**config.mk**
```make
export PLATFORM = sky130hd
export DESIGN_NAME = odd_even_stream_counter
export DESIGN_NICKNAME = d
export VERILOG_FILES = /design/src/rtl/odd_even_stream_counter.sv
export SDC_FILE = /design/constraint.sdc
export NUM_CORES = 1
export LEC_CHECK = 0
export ABC_CLOCK_PERIOD_IN_PS = 5400
export CAP_MARGIN = 30
export CELL_PAD_IN_SITES_DETAIL_PLACEMENT = 0
export CELL_PAD_IN_SITES_GLOBAL_PLACEMENT = 1
export CORE_UTILIZATION = 34
export CTS_CLUSTER_DIAMETER = 80
export CTS_CLUSTER_SIZE = 14
export DETAILED_ROUTE_END_ITERATION = 7
export GPL_ROUTABILITY_DRIVEN = 1
export GPL_TIMING_DRIVEN = 0
export PLACE_DENSITY_LB_ADDON = 0.1
export SYNTH_ARGS = -nofsm -noshare
export SYNTH_HDL_FRONTEND = slang
export SYNTH_SLANG_ARGS = --single-unit
```
**constraint.sdc**
```tcl
create_clock -name clk -period 5.4 [get_ports clk]
set_clock_uncertainty 0.1 [all_clocks]
set_input_delay 1.08 -clock clk [delete_from_list [all_inputs] [get_ports clk]]
set_output_delay 1.08 -clock clk [all_outputs]
set_load 0.005 [all_outputs]
```
**src/rtl/odd_even_stream_counter.sv**
```systemverilog
// Streaming odd/even classifier with a one-deep registered output stage and
// saturating per-class sample counters.
module odd_even_stream_counter #(
  parameter int WIDTH = 4,
  parameter int CNT_W = 8
) (
  input  logic             clk,
  input  logic             rst,
  input  logic             in_valid,
  output logic             in_ready,
  input  logic [WIDTH-1:0] num,
  input  logic             mode,
  input  logic             clear,
  output logic             out_valid,
  input  logic             out_ready,
  output logic [WIDTH-1:0] out_num,
  output logic             odd,
  output logic             even,
  output logic [CNT_W-1:0] odd_count,
  output logic [CNT_W-1:0] even_count
);

  localparam logic [CNT_W-1:0] CNT_MAX = '1;

  logic             out_valid_reg;
  logic [WIDTH-1:0] out_num_reg;
  logic             odd_reg;
  logic             even_reg;
  logic [CNT_W-1:0] odd_cnt_reg;
  logic [CNT_W-1:0] odd_cnt_next;
  logic [CNT_W-1:0] even_cnt_reg;
  logic [CNT_W-1:0] even_cnt_next;

  logic             accept;
  logic             drain;
  logic             cls_odd;
  logic [WIDTH-1:0] xor_chain;

  // Prefix XOR chain; the last element is the parity of the whole word.
  assign xor_chain[0] = num[0];
  generate
    for (genvar gi = 1; gi < WIDTH; gi++) begin : g_parity
      assign xor_chain[gi] = xor_chain[gi-1] ^ num[gi];
    end
  endgenerate

  assign cls_odd  = mode ? xor_chain[WIDTH-1] : num[0];
  assign in_ready = !out_valid_reg || out_ready;
  assign accept   = in_valid && in_ready;
  assign drain    = out_valid_reg && out_ready;

  always_ff @(posedge clk) begin
    if (rst) begin
      out_valid_reg <= 1'b0;
      out_num_reg   <= '0;
      odd_reg       <= 1'b0;
      even_reg      <= 1'b0;
    end else if (accept) begin
      out_valid_reg <= 1'b1;
      out_num_reg   <= num;
      odd_reg       <= cls_odd;
      even_reg      <= !cls_odd;
    end else if (drain) begin
      // out_num deliberately keeps the last drained value.
      out_valid_reg <= 1'b0;
      odd_reg       <= 1'b0;
      even_reg      <= 1'b0;
    end
  end

  // Clear zeroes first so that an accepted sample in the same cycle counts as 1.
  always_comb begin
    odd_cnt_next  = clear ? '0 : odd_cnt_reg;
    even_cnt_next = clear ? '0 : even_cnt_reg;
    if (accept) begin
      if (cls_odd) begin
        if (odd_cnt_next != CNT_MAX) odd_cnt_next = odd_cnt_next + 1'b1;
      end else begin
        if (even_cnt_next != CNT_MAX) even_cnt_next = even_cnt_next + 1'b1;
      end
    end
  end

  always_ff @(posedge clk) begin
    if (rst) begin
      odd_cnt_reg  <= '0;
      even_cnt_reg <= '0;
    end else begin
      odd_cnt_reg  <= odd_cnt_next;
      even_cnt_reg <= even_cnt_next;
    end
  end

  assign out_valid  = out_valid_reg;
  assign out_num    = out_num_reg;
  assign odd        = odd_reg;
  assign even       = even_reg;
  assign odd_count  = odd_cnt_reg;
  assign even_count = even_cnt_reg;

endmodule

```
==> results of run 1 <==
-- per-stage QoR --
step                      power [mW]  hold WS, ns  instances  setup WS (ns)
after floorplan                0.207        0.353        129           2.66
after global placement         0.229        0.344        204           1.89
after detailed placement       0.229        0.349        204           1.88
after CTS                      0.310        0.367        208           1.88
after global routing           0.321        0.389        208           1.83
final                          0.304        0.362        208           1.88
-- per-layer routing --
metal  wire length [µm]  share of wire  GRT usage
met5                  0              0          0
met4                 19         0.0072     0.0714
met3                123          0.047     0.0218
met2               1270           0.48      0.286
met1               1220           0.46      0.205
-- power by group through the flow --
stage	sequential (mW)	clock [mW]	combinational [mW]
final	0.178	0.0788	0.0475
after detailed placement	0.182	0	0.0477
after global placement	0.181	0	0.0474
after floorplan	0.182	0	0.0257
after CTS	0.178	0.0838	0.0480
after global routing	0.178	0.0904	0.0522
-- area by class of cell --
cell class              count  share of cell area
multi-input cells          95               0.399
flip-flops and latches     23               0.307
repair buffers             31               0.207
well taps                  44              0.0367
plain buffers               7              0.0233
clock buffers               4              0.0175
inverters                   4              0.0100
-- cells by family (layout without fill, tap and decap cells) --
logic type | after synthesis | after routing | share of synthesized area
compound gates | 37 | 37 | 0.207
simple gates | 51 | 51 | 0.249
xor+xnor | 1 | 1 | 0.0225
flops | 23 | 23 | 0.415
buf+inv | 11 | 46 | 0.0451
mux | 6 | 6 | 0.0609
-- worst min-delay path by stage --
| stage | startpoint | to | slack (ns) |
|---|---|---|---|
| 2_1_floorplan | even$_SDFFE_PP0P_ | even$_SDFFE_PP0P_ | 0.35 |
| 6_report | even$_SDFFE_PP0P_ | even$_SDFFE_PP0P_ | 0.36 |
| 5_1_grt | odd$_SDFFE_PP0P_ | odd$_SDFFE_PP0P_ | 0.39 |
| 3_3_place_gp | out_num[1]$_SDFFE_PP0P_ | out_num[1]$_SDFFE_PP0P_ | 0.34 |
| 4_1_cts | even$_SDFFE_PP0P_ | even$_SDFFE_PP0P_ | 0.37 |
| 3_5_place_dp | even$_SDFFE_PP0P_ | even$_SDFFE_PP0P_ | 0.35 |
-- worst max-delay path, cell delays in order --
cell             delay [ns]
clkdlybuf4s50_1        0.47
nand2b_1               0.09
buf_2                  0.17
clkdlybuf4s50_1        0.52
-- cells in the mapped netlist, types with 2 or more instances --
master    instances
nand3_1           9
nor2_1            2
nor4_1            2
nor3_1            3
nor2b_1           2
o21ai_0           4
nand3b_1          2
a211oi_1          3
o31ai_1           3
nor3b_1           2
clkbuf_1          4
nand2_1          14
a21oi_1          18
or3_1             4
mux2_2            2
dfxtp_1          23
mux2i_1           3
or4_1             2
inv_1             4
nand4_1           3
==> reports/qor.yml, run 1 <==
p_sw_mw: 0.0759
drc: 0
die_y_um: 59.1
drt_pass1_iterations: 6
fin_nets: 175
grt_pass1_wl_um: 4430
syn-num-nets: 139
start_util: 0.361
vias_per_cell: 5.20
avgRoutedWirePerCell_um: 12.7
numCtsBuffers: 3
dp_hpwl_um: 1970
ys_ff_latch: 23
status: "completed"
maxCapViolCount: 0
final_util: 0.488
rsz0062_at_grt: "no"
endpoint_kind: "output pin"
stdcell_area_um2: 1500
reg2reg_depth: 6
netlist.area_leader.share: 0.415
synthArstFlopShare: 0
final_common_cell: "clkdlybuf4s50_1"
ant_nets: 0
r2r_end: "even_count[3]$_SDFF_PP0_"
p_comb_frac: 0.156
worst_pin_slew_ns: 0.625
antenna_found_initial: 0
hold_violations: 0
p_leak_nw: 0.490
required_ns: 4.22
synth_edf_count: 0
n_antenna_cell: 0
power.internal_mw: 0.228
vdd_drop_max_mv: 0.0771
cts-hold-fix-buffers: 0
ys_seq_area_frac: 0.415
p_per_area_nw_per_um2: 202
ff_latch_area_um2: 460
synthTopCellsByArea: "dfxtp_1, a21oi_1, nand2_1, nand3_1, mux2i_1"
placement.cell_area_um2: 1480
yosysWarnings: 0
drt_iter0_drc: 43
seq_power_share: 0.585
r2r_slack_ns: 3.44
min_path_type: "flop to flop"
timing.rr.start: "out_valid$_SDFFE_PP0P_"
routabilityCongestion: 0.773
syn_area_per_cell_um2: 8.60
final_cell_mix: "clkdlybuf4s50_1, dfxtp_1, a21oi_1"
multi_input_area_um2: 599
setup_total_negative_slack_ns: 0
core_area_um2: 3080
setup_viol: 0
fillers: 324
drv_slew: 0
clkPwrFrac: 0.259
critPathKind: "primary input to output pin"
finalCritPeriodShare: 0.652
clk_pin_slew_ns: 0.13
grt_max_degree: 13
clock_latency_ns: 0.30
die-width_um: 59.1
grt_overflow_total: 0
cts-root-buf: "clkbuf_4"
ys.flop_type: "dfxtp_1"
dieArea_um2: 3500
cp-start-kind: "primary input"
cts_max_level: 1
period_needed_ns: 3.52
startpoint: "out_ready"
synth_cell_type_count: 40
ioPinCount: 34
p_sw_frac: 0.250
synthCells: 129
grt_use_total: 0.165
yosys.area.top_type: "dfxtp_1"
fmax_mhz: 284
hold_path_depth: 2
grt_pass1_vias: 1006
areaGrowthSynthToFinish_pct: 35.3
syn_area_um2: 1110
layout-drive-gt1-share: 0.0793
drt_wl_total_um: 2640
numPortBuffers: 31
cts_num_sinks: 23
postCtsSetupRepairBufs: 0
cp_data_arrival_time_ns: 2.34
vias: 1081
relSlewSlack: 0.572
cts_tree: "yes"
crit_end: "in_ready"
cts_buffer_depth: 2
cts_resized: 0
num_rows: 20
critPathMaxFanout: 8
Power figures use the tool's default switching activity.
==> inputs of run 2 (changes only) <==
--- a/config.mk
+++ b/config.mk
@@ -5,11 +5,11 @@
 export SDC_FILE = /design/constraint.sdc
 export NUM_CORES = 1
 export LEC_CHECK = 0
-export ABC_CLOCK_PERIOD_IN_PS = 5400
+export ABC_CLOCK_PERIOD_IN_PS = 2900
 export CAP_MARGIN = 30
 export CELL_PAD_IN_SITES_DETAIL_PLACEMENT = 0
 export CELL_PAD_IN_SITES_GLOBAL_PLACEMENT = 1
-export CORE_UTILIZATION = 34
+export CORE_UTILIZATION = 30
 export CTS_CLUSTER_DIAMETER = 80
 export CTS_CLUSTER_SIZE = 14
 export DETAILED_ROUTE_END_ITERATION = 7
==> constraint.sdc (replaced) <==
create_clock -name clk -period 2.9 [get_ports clk]
set_clock_uncertainty 0.1 [all_clocks]
set_input_delay 0.58 -clock clk [delete_from_list [all_inputs] [get_ports clk]]
set_output_delay 0.58 -clock clk [all_outputs]
set_load 0.005 [all_outputs]
==> reports/qor.yml, run 2 (synthesis results as in run 1) <==
routabilityCongestion: 0.725  # -6.2%
clk_pin_slew_ns: 0.08  # -0.05 ns
p_per_area_nw_per_um2: 406  # +100%
numCtsBuffers: 3  # unchanged
vias_per_cell: 5.18  # -0.40%
placement.cell_area_um2: 1480  # +0.17%
stdcell_area_um2: 1520  # +1.5%
antenna_found_initial: 0  # unchanged
clock_latency_ns: 0.26  # -0.04 ns
ff_latch_area_um2: 460  # unchanged
cp_data_arrival_time_ns: 2.62  # +0.28 ns
cts_buffer_depth: 2  # unchanged
multi_input_area_um2: 599  # unchanged
critPathMaxFanout: 7  # -1
cts-hold-fix-buffers: 0  # unchanged
status: "completed"
dieArea_um2: 3950  # +13%
p_leak_nw: 0.501  # +2.1%
drc: 0  # unchanged
drt_wl_total_um: 2640  # +0.27%
ioPinCount: 34  # unchanged
crit_end: "even_count[3]$_SDFF_PP0_"
grt_max_degree: 14  # +1
worst_slack_ns: 0.339  # -1.54 ns
r2r_slack_ns: 0.99  # -2.45 ns
grt_overflow_total: 0  # unchanged
grt_use_total: 0.143  # -0.0223
grt_pass1_vias: 1043  # +3.7%
drv_slew: 0  # unchanged
core_area_um2: 3440  # +12%
cts_resized: 0  # unchanged
maxCapViolCount: 0  # unchanged
cp-start-kind: "primary input"
rsz0062_at_grt: "no"
final_common_cell: "clkdlybuf4s50_1"
min_path_type: "flop to flop"
cts_max_level: 1  # unchanged
pre_cts_ws_ns: 0.0755  # -1.81 ns
worst_pin_slew_ns: 0.594  # -0.0311 ns
vdd_drop_max_mv: 0.149  # +93%
setup_viol: 0  # unchanged
period_needed_ns: 2.56
areaGrowthSynthToFinish_pct: 37.3
fillers: 338  # +4.3%
num_rows: 21  # +5.0%
hold_violations: 0  # unchanged
setup_total_negative_slack_ns: 0  # unchanged
layout-drive-gt1-share: 0.0854  # +0.00610
avgRoutedWirePerCell_um: 12.6  # -0.69%
die-width_um: 62.8  # +6.2%
required_ns: 2.96  # -1.26 ns
startpoint: "num[1]"
critPathKind: "primary input to flop"
grt_pass1_wl_um: 4560  # +3.0%
die_y_um: 62.8  # +6.2%
fin_nets: 175  # unchanged
postCtsSetupRepairBufs: 0  # unchanged
endpoint_kind: "flop"
n_antenna_cell: 0  # unchanged
cts-root-buf: "clkbuf_8"
fmax_mhz: 390
ant_nets: 0  # unchanged
drt_iter0_drc: 49  # +14%
vias: 1087  # +0.56%
start_util: 0.322  # -0.0381
final_cell_mix: "clkdlybuf4s50_1, dfxtp_1, a21oi_1"
numPortBuffers: 31  # unchanged
dp_hpwl_um: 1980  # +0.48%
finalCritPeriodShare: 0.883
cts_tree: "yes"
r2r_end: "even_count[4]$_SDFF_PP0_"
cts_num_sinks: 23  # unchanged
timing.rr.start: "out_valid$_SDFFE_PP0P_"
reg2reg_depth: 6  # unchanged
relSlewSlack: 0.593  # +0.0213
drt_pass1_iterations: 4  # -2
-- run 2: cell types whose count changed in the layout (fill, tap and decap cells not counted) --
cell,delta
clkinv_2,+1
clkbuf_4,-3
clkbuf_1,-1
clkbuf_8,+3
-- run 2: routing by layer --
metal  track usage  share of wire
met5             0              0
met4        0.0698          0.010
met3        0.0201          0.036
met2         0.238           0.48
met1         0.180           0.47
-- run 2: where the power goes --
part           switching [mW]  leakage (nW)  total [mW]  internal [mW]
registers             0.00576         0.187       0.330          0.324
logic                  0.0422         0.289      0.0886         0.0464
clock network           0.105        0.0255       0.200         0.0958
-- run 2: final cells by class --
cell class	count	share of cell area
Inverter	4	0.00985
Multi-Input combinational cell	95	0.393
Clock inverter	1	0.00328
Sequential cell	23	0.302
Tap cell	46	0.0378
Buffer	7	0.0230
Timing Repair Buffer	31	0.204
Clock buffer	3	0.0271
-- run 2: how the worst min path moves through the flow --
stage | startpoint | endpoint | slack (ns) | depth (start not counted)
after global routing | even$_SDFFE_PP0P_ | even$_SDFFE_PP0P_ | 0.37 | 2
final | odd$_SDFFE_PP0P_ | odd$_SDFFE_PP0P_ | 0.36 | 2
after detailed placement | out_num[3]$_SDFFE_PP0P_ | out_num[3]$_SDFFE_PP0P_ | 0.35 | 2
after floorplan | even$_SDFFE_PP0P_ | even$_SDFFE_PP0P_ | 0.35 | 2
after CTS | out_num[3]$_SDFFE_PP0P_ | out_num[3]$_SDFFE_PP0P_ | 0.36 | 2
after global placement | out_num[1]$_SDFFE_PP0P_ | out_num[1]$_SDFFE_PP0P_ | 0.34 | 2
-- run 2: metrics by stage --
step / hold WS, ns / cells / power, mW / util
after floorplan: 0.353 / 129 / 0.386 / -
after global placement: 0.345 / 206 / 0.426 / 0.429
after detailed placement: 0.346 / 206 / 0.427 / 0.429
after CTS: 0.359 / 210 / 0.629 / 0.443
after global routing: 0.372 / 210 / 0.650 / 0.443
final: 0.356 / 210 / 0.619 / 0.443
-- run 2: worst max-delay path, stage by stage --
cell	delay [ns]
clkdlybuf4s50_1	0.48
xor3_2	0.43
nand2_2	0.14
mux2i_1	0.55
nand3_1	0.15
mux2_2	0.29
